===== config.mk =====
export PLATFORM = sky130hd
export DESIGN_NAME = dot_operand_feeder
export DESIGN_NICKNAME = d
export VERILOG_FILES = /design/src/rtl/dot_operand_feeder.sv
export SDC_FILE = /design/constraint.sdc
export NUM_CORES = 1
export LEC_CHECK = 0
export BUFFER_PORTS_ARGS = -buffer_cell sky130_fd_sc_hd__buf_2
export CORE_MARGIN = 4
export CORE_UTILIZATION = 45
export CTS_CLUSTER_DIAMETER = 80
export DETAILED_ROUTE_END_ITERATION = 12
export REMOVE_ABC_BUFFERS = 1
export SLEW_MARGIN = 25
export SYNTH_ARGS = -nofsm -noshare
export SYNTH_HDL_FRONTEND = slang
export SYNTH_SLANG_ARGS = --single-unit

===== constraint.sdc =====
create_clock -name clk -period 2.7 [get_ports clk]
set_clock_uncertainty 0.05 [all_clocks]
set_input_delay 0.675 -clock clk [delete_from_list [all_inputs] [get_ports clk]]
set_output_delay 0.675 -clock clk [all_outputs]
set_load 0.05 [all_outputs]

===== src/rtl/dot_operand_feeder.sv =====
`default_nettype none
// +--------------------------------------------------------------------------+
// | dot_operand_feeder: streams buffered A/B operand pairs (A0,B0,A1,B1,...) |
// | over a valid/ready bus, then pulses stop. Option: FEEDER_ZERO_SKIP_EN.   |
// | Revision: 1.0                                                            |
// +--------------------------------------------------------------------------+
module dot_operand_feeder #(
  parameter int DW    = 7,
  parameter int DEPTH = 8,
  parameter int AW    = 3
) (
  input  logic          clk,
  input  logic          rst_n,
  input  logic          wr_en,
  input  logic          wr_vec,
  input  logic [AW-1:0] wr_addr,
  input  logic [DW-1:0] wr_data,
  input  logic [AW:0]   len,
  input  logic          start,
  output logic [DW-1:0] out_data,
  output logic          out_sel,
  output logic          out_valid,
  input  logic          out_ready,
  output logic          busy,
  output logic          stop
);

  typedef enum logic [1:0] {IDLE, EMIT_A, EMIT_B, FIN} state_e;

  localparam logic [AW:0] LEN_MAX = (AW+1)'(DEPTH);

  state_e        state_q, state_d;
  logic [AW:0]   idx_q, idx_d;
  logic [AW:0]   len_q, len_d;
  logic [DW-1:0] data_q, data_d;
  logic          sel_q, sel_d;
  logic          valid_q, valid_d;

  logic [DW-1:0] buf_a_q [DEPTH];
  logic [DW-1:0] buf_b_q [DEPTH];

  logic          wr_fire;
  logic [AW-1:0] rd_addr;
  logic [DW-1:0] a_rd, b_rd;

  assign wr_fire = wr_en && (state_q == IDLE) && ({1'b0, wr_addr} < LEN_MAX);

  always_ff @(posedge clk) begin
    if (wr_fire) begin
      if (wr_vec) buf_b_q[wr_addr] <= wr_data;
      else        buf_a_q[wr_addr] <= wr_data;
    end
  end

  always_comb begin
    state_d = state_q;
    idx_d   = idx_q;
    len_d   = len_q;
    case (state_q)
      IDLE: begin
        if (start) begin
          len_d   = (len > LEN_MAX) ? LEN_MAX : len;
          idx_d   = '0;
          state_d = (len_d != '0) ? EMIT_A : FIN;
        end
      end
      EMIT_A: begin
`ifdef FEEDER_ZERO_SKIP_EN
        // A non-valid cycle in EMIT_A means the current pair was zero-skipped.
        if (!valid_q) begin
          idx_d   = idx_q + 1'b1;
          state_d = (idx_d == len_q) ? FIN : EMIT_A;
        end else
`endif
        if (valid_q && out_ready) begin
          state_d = EMIT_B;
        end
      end
      EMIT_B: begin
        if (out_ready) begin
          idx_d   = idx_q + 1'b1;
          state_d = (idx_d == len_q) ? FIN : EMIT_A;
        end
      end
      FIN:     state_d = IDLE;
      default: state_d = IDLE;
    endcase
  end

  // Operands are fetched for the next state, with the same-cycle write forwarded.
  assign rd_addr = idx_d[AW-1:0];

  always_comb begin
    a_rd = buf_a_q[rd_addr];
    b_rd = buf_b_q[rd_addr];
    if (wr_fire && (wr_addr == rd_addr)) begin
      if (wr_vec) b_rd = wr_data;
      else        a_rd = wr_data;
    end
  end

  always_comb begin
    valid_d = 1'b0;
    sel_d   = 1'b0;
    data_d  = '0;
    if (state_d == EMIT_A) begin
      valid_d = 1'b1;
      data_d  = a_rd;
`ifdef FEEDER_ZERO_SKIP_EN
      if ((a_rd == '0) || (b_rd == '0)) begin
        valid_d = 1'b0;
        data_d  = '0;
      end
`endif
    end else if (state_d == EMIT_B) begin
      valid_d = 1'b1;
      sel_d   = 1'b1;
      data_d  = b_rd;
    end
  end

  always_ff @(posedge clk or negedge rst_n) begin
    if (!rst_n) begin
      state_q <= IDLE;
      idx_q   <= '0;
      len_q   <= '0;
      data_q  <= '0;
      sel_q   <= 1'b0;
      valid_q <= 1'b0;
    end else begin
      state_q <= state_d;
      idx_q   <= idx_d;
      len_q   <= len_d;
      data_q  <= data_d;
      sel_q   <= sel_d;
      valid_q <= valid_d;
    end
  end

  assign out_data  = data_q;
  assign out_sel   = sel_q;
  assign out_valid = valid_q;
  assign busy      = (state_q != IDLE);
  assign stop      = (state_q == FIN);

endmodule
`default_nettype wire


==> flow_summary.toml <==
[timing]
finalCriticalPeriod_ns = 2.62
maxSlewHeadroom_pct = 61.9
worstMarginPinSlew_ns = 0.564
setup-tns-final_ns = 0
max_freq_ghz = 0.382
setup_viol = 0
rsz0062_at_grt = "no"
hold_ws_ns = 0.168
hold_viol = 0
finalCritPeriodShare_pct = 97.0
slew_violations = 0
setup_slack_ns = 0.0802

[clocking]
cts_tree = "yes"
cts_made_buffers = 17
clockRootBuffer = "clkbuf_16"
cts_sinks = 131
cts-htree-levels = 4
clkSlewWorstSetupHoldPaths_ns = 0.05
clockBufferDepth = 2
clkLatencyLatePin_ns = 0.42

[yosys]
synth-main-ff-cell = "edfxtp_1"
syn_avg_cell_area_um2 = 15.2
yosys.area.top_type = "edfxtp_1"
yosysSeqAreaShare_pct = 66.8
synth.top_cell.area_share_pct = 58.5
ys_types = 48
synth_area_leaders = "edfxtp_1 58%, dfrtp_1 8.3%, mux4_2 3.5%"
postSynthCellCount = 378
syn-cell-area_um2 = 5750
ys_ff_latch = 131
synth_edf_count = 112
async_flop_share_pct = 14.5
yosys_warnings = 0

[cells_and_area]
area_growth_pct = 23.2
post_route_cells_drive_above_1_share_pct = 32.6
layout.cells.non_filler = 644
design_area_um2 = 7080
fin_util_pct = 56.3
fill_cells = 1015
nets = 483
antennaDiodeCount = 0

[worst_setup_path]
cp_common_cell = "buf_4"
reg2regPathDepth = 9
endpoint_kind = "register"
reg2reg_slack_ns = 0.08
arrival_ns = 2.87
crit_required_ns = 2.95
cpPeakStageDelay_ns = 0.44
r2r-start = "state_q[1]"
crit_path_start_kind = "register"
worstSetupPathType = "reg -> reg"
crit_slowest_cell = "dfrtp_2"
path_max_fanout = 12
cp_cell_sequence = "buf_4 > buf_4 > and4bb_1 > a221o_1 > xor2_2 > o41ai_4 > buf_4 > a31oi_1 > a221o_1"
reg2reg_to = "out_data[4]"

[global_route]
grt-ovfl-total = 0
antenna_found_initial = 0
grt_pass1_wl_um = 21500
track_usage_pct = 20.3
grt_max_degree = 30
grt_pass1_vias = 3686

[placed_design]
gp_congestion = 0.861
dp_cells = 608
io_buffers = 30
dpl_worst_slack_ns = -0.358
place_area_um2 = 6380
hpwl_um = 9300

[routing]
ant_nets = 0
dr_total_vias = 3742
wl_per_cell_um = 21.7
first_pass_iters = 4
totalWireLength_um = 14000
vias_per_cell = 5.81
drtIter0Drc = 267
drc = 0

[floorplanning]
dieArea_um2 = 14700
row_count = 41
ioPinCount = 31
dieWidth_um = 121
core_um2 = 12600
start_util_pct = 45.8
die_h_um = 121

[power_and_ir_drop]
seqPwrFrac_pct = 35.4
p_comb_share_pct = 32.0
swShare_pct = 31.7
p_int_mw = 4.74
clkPwrFrac_pct = 32.6
total_power_mw = 6.94
powerDensity_nw_per_um2 = 980
ir_drop_uv = 514
p_leak_nw = 2.53
switching_power_mw = 2.20

[job]
max-cap-violations = 0

[worst_hold_path]
hp-class = "in -> async"

[status]
status = "complete, no violations"
-- sequential cells by signal, indices dropped and copies added (netlist names) --
name	count
buf_a_q	56
buf_b_q	56
idx_q	4
len_q	4
out_data	7
out_sel	1
out_valid	1
state_q	2
-- timing repair --
action,CTS,global route
buffers inserted,0,5
setup endpoints to repair,7,7
gates resized for setup,7,15
pin swaps,1,6
hold buffers,0,0
-- cells in the mapped netlist (all sizes together), types with 8 or more instances --
cell type,instances
nand2,12
and3,23
inv,8
dfrtp,19
nor2,15
mux4,14
mux2,8
o211ai,9
o21ai,27
nand3,11
a21boi,22
a221o,8
clkbuf,12
buf,11
edfxtp,112
-- layout make-up --
cell class | count | area [um^2] | area share (%)
Sequential cell | 131 | 3840 | 54.2
Multi-Input combinational cell | 216 | 1830 | 25.9
Timing Repair Buffer | 86 | 568 | 8.02
Clock buffer | 17 | 425 | 6.01
Tap cell | 172 | 215 | 3.04
Clock inverter | 14 | 165 | 2.33
Inverter | 8 | 35.0 | 0.495
-- power by group through the flow --
| stage | combinational (mW) | clock (mW) | sequential (mW) |
|---|---|---|---|
| finish | 2.22 | 2.26 | 2.46 |
| detailed placement | 2.08 | 0 | 2.49 |
| global route | 2.37 | 2.40 | 2.47 |
| CTS | 2.10 | 2.30 | 2.45 |
| floorplan | 1.08 | 0 | 2.68 |
| global placement | 2.06 | 0 | 2.49 |
-- layer usage --
layer	part of all wire, %	global-route usage [%]	vias to the layer above
met5	0	0	-
li1	-	-	1681
met2	49	32.2	133
met3	4.3	5.27	26
met4	2.3	7.86	0
met1	44	27.1	1902
-- cell usage in the layout (no fill, tap or decap), types with 8 or more instances in the layout --
master and instances:
nor2_1 14, dfrtp_1 17, a221o_1 8, mux4_2 9, nand2_1 11, a21boi_0 21, o211ai_1 9, edfxtp_1 112
mux2_2 8, buf_4 55, buf_2 31, o21ai_0 24, and3_1 23, clkbuf_16 17, nand3_1 10
-- worst max-delay path, delay by kind of cell (launching register included) --
family / cells / cell delay, ns
compound gates: 4 / 1.05
buf+inv: 3 / 0.55
flops: 1 / 0.44
simple gates: 1 / 0.21
xor+xnor: 1 / 0.21
-- worst max-delay path by stage --
stage | cells past startpoint | endpoint | start
2_1_floorplan | 6 | out_data[5] | start
3_3_place_gp | 7 | out_data[6] | start
3_5_place_dp | 7 | out_data[5] | start
4_1_cts | 7 | out_data[2] | idx_q[1]
5_1_grt | 9 | out_data[4] | state_q[1]
6_report | 9 | out_data[4] | state_q[1]
-- cell families (layout without fill, tap and decap cells) --
kind of cell / count (synthesis) / count (layout) / share of synthesized area, %
fa+ha+maj: 3 / 3 / 0.653
compound gates: 98 / 98 / 13.2
mux: 23 / 23 / 7.55
flops: 131 / 131 / 66.8
simple gates: 84 / 84 / 8.12
xor+xnor: 8 / 8 / 1.22
buf+inv: 31 / 125 / 2.55
Power figures use the tool's default switching activity.
